==> src/rtl/keypad_scanner.sv <==
// -----------------------------------------------------------------------------
// keypad_scanner
//
// Column-scanning front end for a 4x4 matrix keypad. One column is driven low
// at a time; the row pins are synchronised and a single-key press is debounced
// before being presented as one-hot row/column codes.
//
// Ports:
//   clk        system clock
//   reset      asynchronous, active-low reset
//   row_n[3:0] raw row pins (pulled up, low = connected to the driven column)
//   col_n[3:0] column drive, exactly one bit low at all times
//   key_r[3:0] one-hot row of the accepted key (0 until a key is accepted)
//   key_c[3:0] one-hot column of the accepted key (0 until a key is accepted)
//   key_valid  one-cycle strobe when a new debounced press is accepted
//   key_held   high from acceptance until the release has been debounced
//
// Output semantics: key_valid is a pure event strobe with no back-pressure.
// Downstream logic samples key_r/key_c in the cycle key_valid is high; the
// codes stay stable afterwards until the next accepted press.
// -----------------------------------------------------------------------------
module keypad_scanner #(
  parameter int SCAN_DIV        = 4800,
  parameter int DEBOUNCE_CYCLES = 240000
) (
  input  logic       clk,
  input  logic       reset,
  input  logic [3:0] row_n,
  output logic [3:0] col_n,
  output logic [3:0] key_r,
  output logic [3:0] key_c,
  output logic       key_valid,
  output logic       key_held
);

  localparam int DW = (SCAN_DIV > 1) ? $clog2(SCAN_DIV) : 1;
  localparam int BW = (DEBOUNCE_CYCLES > 1) ? $clog2(DEBOUNCE_CYCLES) : 1;

  localparam logic [DW-1:0] DWELL_LAST = DW'(SCAN_DIV - 1);
  localparam logic [BW-1:0] DB_LAST    = BW'(DEBOUNCE_CYCLES - 1);

  typedef enum logic [1:0] {
    SCAN       = 2'd0,
    DEBOUNCE   = 2'd1,
    HELD       = 2'd2,
    RELEASE_DB = 2'd3
  } state_t;

  state_t        state, state_nx;
  logic [1:0]    col_idx, col_idx_nx;
  logic [DW-1:0] dwell_cnt, dwell_cnt_nx;
  logic [BW-1:0] db_cnt, db_cnt_nx;
  logic [3:0]    cap_row, cap_row_nx;
  logic [3:0]    key_r_nx, key_c_nx;
  logic          key_valid_nx, key_held_nx;

  logic [3:0]    row_sync1, row_sync2;
  logic [3:0]    row_act;
  logic          row_single;
  logic          cap_active;

  // Two-flop synchroniser; idle level is all-ones (rows pulled up).
  always_ff @(posedge clk or negedge reset) begin
    if (!reset) begin
      row_sync1 <= 4'hF;
      row_sync2 <= 4'hF;
    end else begin
      row_sync1 <= row_n;
      row_sync2 <= row_sync1;
    end
  end

  assign row_act    = ~row_sync2;
  // Exactly one row active; two or more rows on one column is ambiguous.
  assign row_single = (row_act != 4'b0000) && ((row_act & (row_act - 4'd1)) == 4'b0000);
  // Only the captured row matters once a key is accepted.
  assign cap_active = |(row_act & cap_row);

  assign col_n = ~(4'b0001 << col_idx);

  always_ff @(posedge clk or negedge reset) begin
    if (!reset) begin
      state     <= SCAN;
      col_idx   <= 2'd0;
      dwell_cnt <= '0;
      db_cnt    <= '0;
      cap_row   <= 4'b0000;
      key_r     <= 4'b0000;
      key_c     <= 4'b0000;
      key_valid <= 1'b0;
      key_held  <= 1'b0;
    end else begin
      state     <= state_nx;
      col_idx   <= col_idx_nx;
      dwell_cnt <= dwell_cnt_nx;
      db_cnt    <= db_cnt_nx;
      cap_row   <= cap_row_nx;
      key_r     <= key_r_nx;
      key_c     <= key_c_nx;
      key_valid <= key_valid_nx;
      key_held  <= key_held_nx;
    end
  end

  always_comb begin
    state_nx     = state;
    col_idx_nx   = col_idx;
    dwell_cnt_nx = dwell_cnt;
    db_cnt_nx    = db_cnt;
    cap_row_nx   = cap_row;
    key_r_nx     = key_r;
    key_c_nx     = key_c;
    key_valid_nx = 1'b0;
    key_held_nx  = key_held;

    case (state)
      SCAN: begin
        // Rows are only trusted on the last dwell cycle, after the
        // synchroniser has flushed the previous column's value.
        if (dwell_cnt == DWELL_LAST) begin
          dwell_cnt_nx = '0;
          if (row_single) begin
            cap_row_nx = row_act;
            db_cnt_nx  = '0;
            state_nx   = DEBOUNCE;
          end else begin
            col_idx_nx = col_idx + 2'd1;
          end
        end else begin
          dwell_cnt_nx = dwell_cnt + DW'(1);
        end
      end

      DEBOUNCE: begin
        if (row_act == cap_row) begin
          if (db_cnt == DB_LAST) begin
            key_r_nx     = cap_row;
            key_c_nx     = 4'b0001 << col_idx;
            key_valid_nx = 1'b1;
            key_held_nx  = 1'b1;
            db_cnt_nx    = '0;
            state_nx     = HELD;
          end else begin
            db_cnt_nx = db_cnt + BW'(1);
          end
        end else begin
          // Bounce or a second row joined in: give up on this column.
          col_idx_nx   = col_idx + 2'd1;
          dwell_cnt_nx = '0;
          state_nx     = SCAN;
        end
      end

      HELD: begin
        if (!cap_active) begin
          db_cnt_nx = '0;
          state_nx  = RELEASE_DB;
        end
      end

      RELEASE_DB: begin
        if (!cap_active) begin
          if (db_cnt == DB_LAST) begin
            key_held_nx  = 1'b0;
            col_idx_nx   = col_idx + 2'd1;
            dwell_cnt_nx = '0;
            db_cnt_nx    = '0;
            state_nx     = SCAN;
          end else begin
            db_cnt_nx = db_cnt + BW'(1);
          end
        end else begin
          // Release bounce: the key is still considered held, no new strobe.
          state_nx = HELD;
        end
      end

      default: state_nx = SCAN;
    endcase
  end

endmodule
==> config.mk <==
export PLATFORM = sky130hd
export DESIGN_NAME = keypad_scanner
export DESIGN_NICKNAME = d
export VERILOG_FILES = /design/src/rtl/keypad_scanner.sv
export SDC_FILE = /design/constraint.sdc
export NUM_CORES = 1
export LEC_CHECK = 0
export CORE_MARGIN = 10
export CORE_UTILIZATION = 53
export CTS_BUF_LIST = sky130_fd_sc_hd__clkbuf_16
export DETAILED_ROUTE_END_ITERATION = 7
export PLACE_DENSITY_LB_ADDON = 0.1
export SLEW_MARGIN = 15
export SYNTH_ARGS = -nofsm -noshare
export SYNTH_HDL_FRONTEND = slang
export SYNTH_SLANG_ARGS = --single-unit
==> constraint.sdc <==
create_clock -name clk -period 2.6 [get_ports clk]
set_input_delay 0.26 -clock clk [delete_from_list [all_inputs] [get_ports clk]]
set_output_delay 0.26 -clock clk [all_outputs]
set_load 0.02 [all_outputs]
### Word level (Yosys, flattened, before mapping)

Index checks and enable logic that the tools add are counted.

| operators by class | value |
|---|---|
| eq/ne operators | 17 |
| mux-type cells | 34 |
| shift-type cells | 1 |
| $add $sub $neg | 4 |
| reduce and logical (&&, ||, !) cells | 14 |
| bitwise operators | 4 |

Operator list:

| operator | number |
|---|---|
| two-way mux 18 bit | 6 |
| case mux 18 bit (4 select lines) | 1 |
| two-way mux 13 bit | 4 |
| case mux 13 bit (3 select lines) | 1 |
| two-way mux 2 bit | 12 |
| adder 18 x 1 -> 18 bit, second input constant | 1 |
| equality test 18 bit, second input constant | 1 |
| inequality test 2 bit, second input constant | 9 |
| AND reduction 5 bit | 3 |
| adder 13 x 1 -> 13 bit, second input constant | 1 |
| equality test 13 bit, second input constant | 1 |
| bitwise AND 4 bit | 2 |
| inverter 4 bit | 2 |
| case mux 2 bit (4 select lines) | 1 |
| two-way mux 1 bit | 7 |
| inequality test 3 bit, second input constant | 2 |
| case mux 2 bit (3 select lines) | 1 |
| AND reduction 3 bit | 2 |
| AND reduction 6 bit | 1 |
| equality test 2 bit, second input constant | 2 |
| equality test 4 bit | 1 |
| zero test 4 bit | 1 |
| AND reduction 4 bit | 1 |
| nonzero test 4 bit | 1 |
| other kinds (10) | 10 |

| storage, ports and cells | value |
|---|---|
| register bits after elaboration | 57 |
| input port bits | 6 |
| logic and storage cells | 85 |

### Depth between registers and ports, before layout

Gate-level depths: netlist (run 1).

| depth | value |
|---|---|
| depth in word-level cells | 8 |
| mapped depth | 8 |

### Worst setup path before layout (run 1)

Ideal clock, no wire load.

| timing | value |
|---|---|
| path type | register to register |
| from | reg row_sync2[1] |
| to | reg db_cnt[16] |
| setup time | 0.125 ns |
| required time | 2.475 ns |
| buffers on the path | 1 |
| cell stages (with the launch flop) | 8 |
| period minus slack after synthesis | 2.403 ns |
| slack | 0.197 ns |
| data arrival time | 2.279 ns |
| cells stage by stage | dfstp_2 -> inv_1 -> ha_1 -> or4_1 -> o2bb2ai_1 -> clkbuf_1 -> a211o_1 -> mux2_2 |

| between the ends | value |
|---|---|
| cells in the longest elaborated chain, start to end | 7 |
| elaborated cells on any way between the ends | 14 |
| those cells by class | add/sub (1); eq/ne (5); bitwise (3); reduce/logical (5) |

Ends and longest elaborated chain:

| what | RTL line | RTL |
|---|---|---|
| start: declaration | 57 | `logic [3:0] row_sync1, row_sync2;` |
| start signal: assignment | 69 | `row_sync2 <= row_sync1;` |
| inverter 4 bit * | 73 | `assign row_act = ~row_sync2;` |
| via row_act[1] | 58 | `logic [3:0] row_act;` |
| subtractor 4 x 1 -> 4 bit | 75 | `assign row_single = (row_act != 4'b0000) && ((row_act & (row_act - 4'd1)) == 4'b0000);` |
| bitwise AND 4 bit | 75 |  |
| zero test 4 bit | 75 |  |
| logical AND 1 bit | 75 |  |
| inequality test 2 bit (no line) | - |  |
| AND reduction 5 bit (no line) * | - |  |
| end signal: assignment | 96 | `db_cnt <= db_cnt_nx;` |
| end: declaration | 52 | `logic [BW-1:0] db_cnt, db_cnt_nx;` |

The timed path passes the listed nets; every way through them passes the cells marked *.
A chain may end at the register's enable or synchronous reset.

### Worst setup path after layout (run 1)

| timing | value |
|---|---|
| from | reg row_sync2[1] |
| to | reg db_cnt[3] |

The elaborated chain is that of the path after synthesis.

==> results of run 1 <==
[worst min-delay path by stage]
stage | startpoint | to
finish | reset | key_r[2]
global placement | row_sync1[1] | row_sync2[1]
CTS | reset | key_r[2]
floorplan | reset | cap_row[0]
detailed placement | row_sync1[2] | row_sync2[2]
global route | reset | cap_row[3]
[sequential cells by signal, indices dropped and copies added (netlist names)]
signal / count
dwell_cnt: 13
key_c: 4
cap_row: 4
db_cnt: 18
key_r: 4
row_sync2: 4
key_valid: 1
state: 2
col_idx: 2
row_sync1: 4
key_held: 1
[synth_stat cells, drive strengths merged (4+ instances only)]
cell type / number / area [µm²]
dfrtp: 49 / 1230
nand2: 27 / 101
o21ai: 25 / 129
inv: 24 / 90.1
nor2: 17 / 63.8
o31ai: 16 / 120
nand3: 15 / 80.1
ha: 14 / 175
clkbuf: 11 / 41.3
mux2: 11 / 128
nor3: 11 / 55.1
nor4: 10 / 92.6
a211oi: 9 / 67.6
a21oi: 8 / 40.0
dfstp: 8 / 210
nand4: 8 / 50.1
or3: 5 / 32.5
a211o: 4 / 35.0
a22o: 4 / 35.0
a31oi: 4 / 25.0
and3: 4 / 27.5
[cells by family after synthesis]
kind of cell    synth area share
simple gates               0.203
buf+inv                   0.0425
compound gates             0.197
fa+ha+maj                 0.0546
mux                       0.0491
xor+xnor                 0.00546
flops                      0.448
[critical path, delay by kind of cell, from the launching register on]
family / cells / cell delay (ns)
DFF: 1 / 0.58
adders and majority gates: 1 / 0.29
buffers and inverters: 2 / 0.30
AOI/OAI and AO/OA: 3 / 0.68
and+or+nand+nor: 1 / 0.57
[layout make-up]
class	count	share of cell area
inverter	24	0.0231
clock buffer	9	0.0577
timing repair buffer	39	0.0859
multi-input combinational	233	0.422
clock inverter	7	0.0196
tap	75	0.0240
sequential	57	0.368
[stage by stage]
| step | area (µm²) | worst slack, ns | hold WS (ns) | util | power, mW |
|---|---|---|---|---|---|
| finish | 3900 | 0.0566 | 0.0441 | 0.663 | 2.13 |
| global placement | 3590 | 0.188 | 0.346 | 0.610 | 0.960 |
| detailed placement | 3590 | 0.130 | 0.347 | 0.610 | 0.963 |
| floorplan | 3210 | 0.197 | -0.0356 | - | 0.929 |
| global route | 3900 | 0.0154 | 0.130 | 0.663 | 2.20 |
| CTS | 3890 | 0.0729 | 0.0722 | 0.661 | 2.15 |
[power by group]
part | total, mW | internal (mW) | switching, mW | leakage (nW)
combinational | 0.0426 | 0.0150 | 0.0275 | 0.738
clock | 1.19 | 0.749 | 0.439 | 0.144
sequential | 0.904 | 0.899 | 0.00511 | 0.755
[metal layers]
layer,vias up,part of all wire,track usage
met5,-,0,0
met4,0,0.010,0.0727
met3,10,0.050,0.0338
met2,64,0.47,0.233
met1,1327,0.47,0.209
li1,1306,-,-
==> results.cfg, run 1 <==
[status]
status = completed

[worst_setup_path]
regToRegSetupSlack_ns = 0.06
data_arrival_time_of_the_worst_path_ns = 2.76
worst_setup_path_end_kind = flop
worst_setup_path_startpoint = row_sync2[1]
worstPathMaxFanout = 11
crit-reg2reg-capture = db_cnt[3]
cp_slowest_cell = dfstp_2
critical_r2r_launch = row_sync2[1]
path_class = reg2reg
setup.worst_path.start_class = flop
worst_path_largest_cell_delay_ns = 0.58
worstRegToRegCells = 7
worst_path_required_time_ns = 2.81
worstPathCellList = inv_1 > ha_1 > or4_1 > o2bb2ai_1 > buf_4 > a211o_1 > a22o_1
critPathCapture = db_cnt[3]

[sta]
final_min_period_over_clock_period = 0.978
finalMaxSlewViolations = 0
timing.final.hold_violations = 0
tightest_pin_transition_ns = 0.954
clock_period_minus_final_worst_setup_slack_ns = 2.54
slew-limit-headroom = 0.360
setup_viol = 0
rsz0062_at_grt = false
setup-tns-final_ns = 0
clock_skew_ns = 0.00645
fmax_mhz = 393

[finish]
layout.nets = 384
antenna_cells_inserted = 0
most_common_cell_after_layout_fill_and_taps_aside = dfrtp_1
sequential_cell_area_mm2 = 0.00144
fillers = 484
fin_cells = 444
post_route_cells_drive_above_1_share = 0.198
multi_input_gate_area_in_the_final_layout_mm2 = 0.00165
final_cell_mix = 49 x dfrtp_1, 27 x nand2_1, 24 x inv_1
layout-area-overhead-vs-synth_pct = 21.7

[global_routing]
grt_max_degree = 41
grt_usage = 0.156
antenna_found_initial = 0
grt_pass1_wl_um = 12500
grt_pass1_vias = 2446
grt-ovfl-total = 0

[synthesis]
netlist_area_mm2 = 0.00321
syn-instance-count = 326
postSynthNetCount = 346
synthesis.area_per_instance_um2 = 9.84
synth_enable_flop_cells = 0
synth.yosys.seq_area_share = 0.448
ys.flop_type = dfrtp_1
post_synth_num_cell_types = 57
number_of_synthesized_register_bits = 57
async_reset_ff_frac = 1.00
count_of_synthesis_stage_warnings_from_yosys = 0

[clock_network]
worst_setup_hold_path_clk_slew_ns = 0.06
post_cts_setup_bufs = 0
clock_sink_count = 57
cts_tree = built
clock_path_buffers = 2
clock-root-buffer = clkbuf_16
cts-buffers-inserted = 9
post_cts_resized = 0
cts_max_level = 3
worst_skew_pair.late_latency_ns = 0.33
cts_stage_hold_buffer_count = 0

[floorplan]
die_h_um = 97.8
overall_die_area_mm2 = 0.00956
die_w_um = 97.8
design.core.area_mm2 = 0.00589
ioPinCount = 20
rows = 28
initial_core_util = 0.545

[place]
dp_cells = 428
place_hpwl_um = 5360
portBuffers = 19
place_congestion = 0.866

[power]
power_density_mw_per_mm2 = 547
vdd.ir_drop.worst_mv = 0.386
leakage_nw = 1.64

[detailed_routing]
drt_initial_violations = 152
route.final.wire_length_um = 7630
detail_route.vias_per_cell = 6.10
route.antenna.remaining_nets = 0
route.detailed.wl_per_inst_um = 17.2
via_count = 2707
post-route-drc-count = 0
drt_pre_antenna_iters = 5

[flow_run]
drv_cap = 0

[min_path]
min-delay-path-class = in2async
(Power assumes the default switching activity.)
==> inputs of run 2 (changes only) <==
CORE_UTILIZATION = 55   (was 53)
DONT_BUFFER_PORTS = 1   (was unset)
==> results.cfg, run 2 (synthesis gave the netlist of run 1 again) <==
[status]
status = completed

[floorplan]
die_h_um = 96.4
overall_die_area_mm2 = 0.00929
ioPinCount = 20
die_w_um = 96.4
rows = 27
initial_core_util = 0.576
design.core.area_mm2 = 0.00557

[global_routing]
grt_pass1_wl_um = 13000
antenna_found_initial = 0
grt_max_degree = 58
grt-ovfl-total = 0
grt_pass1_vias = 2631
grt_usage = 0.180

[finish]
fillers = 451
antenna_cells_inserted = 0
post_route_cells_drive_above_1_share = 0.217
final_cell_mix = 49 x dfrtp_1, 27 x nand2_1, 24 x inv_1, 24 x buf_4, 22 x o21ai_0
layout.nets = 375
layout-area-overhead-vs-synth_pct = 18.6
largest_register = db_cnt
most_common_cell_after_layout_fill_and_taps_aside = dfrtp_1
flip_flop_count_of_the_largest_register_all_copies_and_words_added = 18
layout.core_utilization = 0.682
top_regs = db_cnt (18), dwell_cnt (13)

[power]
vdd.ir_drop.worst_mv = 0.507
power_density_mw_per_mm2 = 543
leakage_nw = 1.62

[min_path]
hold_path.startpoint = row_sync1[3]
min-delay-path-class = reg2reg
min_delay_worst_endpoint = row_sync2[3]
cell_depth_of_the_worst_min_delay_path = 0

[worst_setup_path]
setup.worst_path.start_class = flop
regToRegSetupSlack_ns = 0.09
worstPathMaxFanout = 9
path_class = reg2reg
worst_path_required_time_ns = 2.80
critical_r2r_launch = row_sync2[1]
worst_setup_path_end_kind = flop
crit-reg2reg-capture = db_cnt[15]
data_arrival_time_of_the_worst_path_ns = 2.70
worstRegToRegCells = 7

[detailed_routing]
route.detailed.wl_per_inst_um = 17.9
detail_route.vias_per_cell = 6.27
post-route-drc-count = 0
via_count = 2709
drt_initial_violations = 158
route.antenna.remaining_nets = 0
route.final.wire_length_um = 7730
drt_pre_antenna_iters = 5

[sta]
fmax_mhz = 399
finalMaxSlewViolations = 0
tightest_pin_transition_ns = 0.902
slew-limit-headroom = 0.398
setup_viol = 0
final_min_period_over_clock_period = 0.965
timing.final.hold_violations = 0
rsz0062_at_grt = false
clock_period_minus_final_worst_setup_slack_ns = 2.51
worst_hold_slack_ns = 0.359
clock_skew_ns = 0.00957
setup-tns-final_ns = 0

[clock_network]
clock-root-buffer = clkbuf_16
clock_sink_count = 57
worst_setup_hold_path_clk_slew_ns = 0.06
clock_path_buffers = 2
cts_max_level = 3
cts-buffers-inserted = 9
worst_skew_pair.late_latency_ns = 0.33
cts_tree = built

[place]
portBuffers = 0
place_hpwl_um = 5280
place_congestion = 0.966

[flow_run]
drv_cap = 0
==> run 2: cell types whose count changed in the layout (fill, tap and decap cells not counted), sizes merged <==
cell           delta
buf               +4
clkdlybuf4s50    -18
dlygate4sd3       +5
clkinv            -2
clkinvlp          +1
inv               +2
bufinv            -1
==> run 2: worst max-delay path, stage by stage (launching register included) <==
cell       delay (ns)
dfstp_2          0.57
inv_1            0.06
ha_1             0.30
or4_4            0.59
o2bb2ai_1        0.20
buf_4            0.20
a221oi_1         0.32
o31ai_1          0.13
==> run 2: repair_timing <==
action	in CTS	in global routing
endpoints found under the hold margin	61	0
buffers inserted	0	0
resized for setup	0	2
hold buffers	6	0
endpoints found under the setup margin	0	9
==> run 2: per-stage QoR <==
| step | setup WS [ns] | cells | area (µm²) | total power, mW |
|---|---|---|---|---|
| after floorplan | 0.197 | 326 | 3210 | 0.929 |
| after global routing | 0.00153 | 432 | 3800 | 2.13 |
| after global placement | 0.158 | 410 | 3430 | 0.934 |
| after detailed placement | 0.0843 | 410 | 3430 | 0.935 |
| after CTS | 0.0722 | 432 | 3790 | 2.08 |
| final | 0.0916 | 432 | 3800 | 2.06 |
==> run 2: cell type report <==
class,count,area [µm²],share of cell area
clock buffers,9,225,0.0592
clock inverters,7,58.8,0.0155
inverters,24,90.1,0.0237
multi-input cells,233,1650,0.433
flip-flops and latches,57,1440,0.378
well taps,72,90.1,0.0237
repair buffers,30,258,0.0678
==> run 2: worst max path at each step <==
stage	start	cells after the start	endpoint
final	row_sync2[1]	7	db_cnt[15]
after global routing	row_sync2[1]	7	db_cnt[15]
after CTS	row_sync2[1]	7	db_cnt[15]
after detailed placement	row_sync2[1]	7	db_cnt[15]
after global placement	row_sync2[1]	7	db_cnt[3]
after floorplan	row_sync2[1]	7	db_cnt[16]
==> run 2: layer usage <==
layer,GRT usage,up-vias,share of wire
met5,0,-,0
met4,0.0896,0,0.025
met3,0.0386,18,0.048
met2,0.283,80,0.48
met1,0.232,1321,0.44
li1,-,1290,-
==> run 2: power by group <==
group	total (mW)	internal, mW	switching (mW)
clock	1.11	0.660	0.454
sequential	0.905	0.899	0.00546
combinational	0.0450	0.0168	0.0282
==> inputs of run 3 (changes only) <==
clock period = 2.7 ns   (was 2.6 ns; I/O delays follow)
==> results.cfg, run 3 (synthesis gave the netlist of run 1 again) <==
[finish]
antenna_cells_inserted = 0
layout-area-overhead-vs-synth_pct = 17.7
flip_flop_count_of_the_largest_register_all_copies_and_words_added = 18
layout.nets = 365
post_route_cells_drive_above_1_share = 0.197
layout.core_utilization = 0.678
most_common_cell_after_layout_fill_and_taps_aside = dfrtp_1
final_cell_mix = 49 x dfrtp_1, 27 x nand2_1, 24 x inv_1
fillers = 441
largest_register = db_cnt
top_regs = db_cnt (18), dwell_cnt (13)

[detailed_routing]
via_count = 2694
route.final.wire_length_um = 7610
post-route-drc-count = 0
detail_route.vias_per_cell = 6.38
drt_pre_antenna_iters = 4
drt_initial_violations = 167
route.antenna.remaining_nets = 0
route.detailed.wl_per_inst_um = 18.0

[place]
place_hpwl_um = 5120
pre_cts_slack_ns = 0.124
portBuffers = 0
place_congestion = 0.880

[clock_network]
clock-root-buffer = clkbuf_16
clock_sink_count = 57
cts_tree = built
worst_skew_pair.late_latency_ns = 0.33
cts-buffers-inserted = 9
cts_max_level = 3
post_cts_setup_bufs = 0
clock_path_buffers = 2
worst_setup_hold_path_clk_slew_ns = 0.06

[sta]
finalMaxSlewViolations = 0
clock_period_minus_final_worst_setup_slack_ns = 2.48
setup_viol = 0
finalWorstSetupSlack_ns = 0.220
fmax_mhz = 403
worst_hold_slack_ns = 0.355
setup-tns-final_ns = 0
clock_skew_ns = 0.00527
timing.final.hold_violations = 0
slew-limit-headroom = 0.391
tightest_pin_transition_ns = 0.908
final_min_period_over_clock_period = 0.918
rsz0062_at_grt = false

[worst_setup_path]
worst_path_required_time_ns = 2.92
worst_setup_path_end_kind = flop
data_arrival_time_of_the_worst_path_ns = 2.70
critical_r2r_launch = row_sync2[1]
worst_setup_path_startpoint = row_sync2[1]
path_class = reg2reg
setup.worst_path.start_class = flop
worstPathMaxFanout = 19

[global_routing]
grt_pass1_wl_um = 12700
antenna_found_initial = 0
grt_pass1_vias = 2545
grt_usage = 0.174
grt_max_degree = 58
grt-ovfl-total = 0

[min_path]
min-delay-path-class = reg2reg
hold_path.startpoint = row_sync1[3]

[floorplan]
ioPinCount = 20
design.core.area_mm2 = 0.00557
rows = 27
initial_core_util = 0.576
die_w_um = 96.4
overall_die_area_mm2 = 0.00929
die_h_um = 96.4

[power]
total_power_mw = 2.16
power_density_mw_per_mm2 = 571
leakage_nw = 1.58
vdd.ir_drop.worst_mv = 0.378

[status]
status = completed

[flow_run]
drv_cap = 0
-- run 3: critical path, stage by stage, from the launching register on --
cell and delay [ns]:
dfstp_2 0.57, inv_1 0.06, ha_1 0.28, or4_4 0.57, o2bb2ai_1 0.18, buf_4 0.24
a211o_1 0.24, a22o_1 0.22
-- run 3: stage by stage --
step	area, µm²	cells
2_1_floorplan	3210	326
3_3_place_gp	3360	400
3_5_place_dp	3360	400
4_1_cts	3760	422
5_1_grt	3780	422
6_report	3780	422
-- run 3: repair_timing --
item	in CTS	in global routing
hold buffers	6	0
setup endpoints to repair	0	7
endpoints found under the hold margin	61	0
resized for setup	0	3
-- run 3: path summary, 6_finish.rpt --
kind,slack [ns],depth (start not counted),to
max,0.22,7,db_cnt[8]
min,0.36,0,row_sync2[3]
max reg2reg,0.22,7,db_cnt[8]
min reg2reg,0.36,0,row_sync2[3]
max in group asynchronous,1.93,2,row_sync2[0]
min in group asynchronous,0.49,2,db_cnt[16]
-- run 3: final cells by class --
| type | count | area [µm²] | area share |
|---|---|---|---|
| Sequential cell | 57 | 1440 | 0.380 |
| Multi-Input combinational cell | 233 | 1650 | 0.437 |
| Clock inverter | 7 | 103 | 0.0272 |
| Inverter | 24 | 90.1 | 0.0238 |
| Tap cell | 72 | 90.1 | 0.0238 |
| Clock buffer | 9 | 225 | 0.0596 |
| Timing Repair Buffer | 20 | 183 | 0.0484 |
-- run 3: layer usage --
metal / GRT usage / vias up / routed length [µm]
met5: 0 / - / 0
met4: 0.0702 / 0 / 146
met3: 0.0347 / 17 / 427
met2: 0.269 / 94 / 3640
met1: 0.233 / 1315 / 3390
li1: - / 1268 / -
-- run 3: where the power goes --
| part | internal (mW) | switching, mW |
|---|---|---|
| Clock | 0.816 | 0.426 |
| Combinational | 0.0160 | 0.0269 |
| Sequential | 0.866 | 0.00468 |
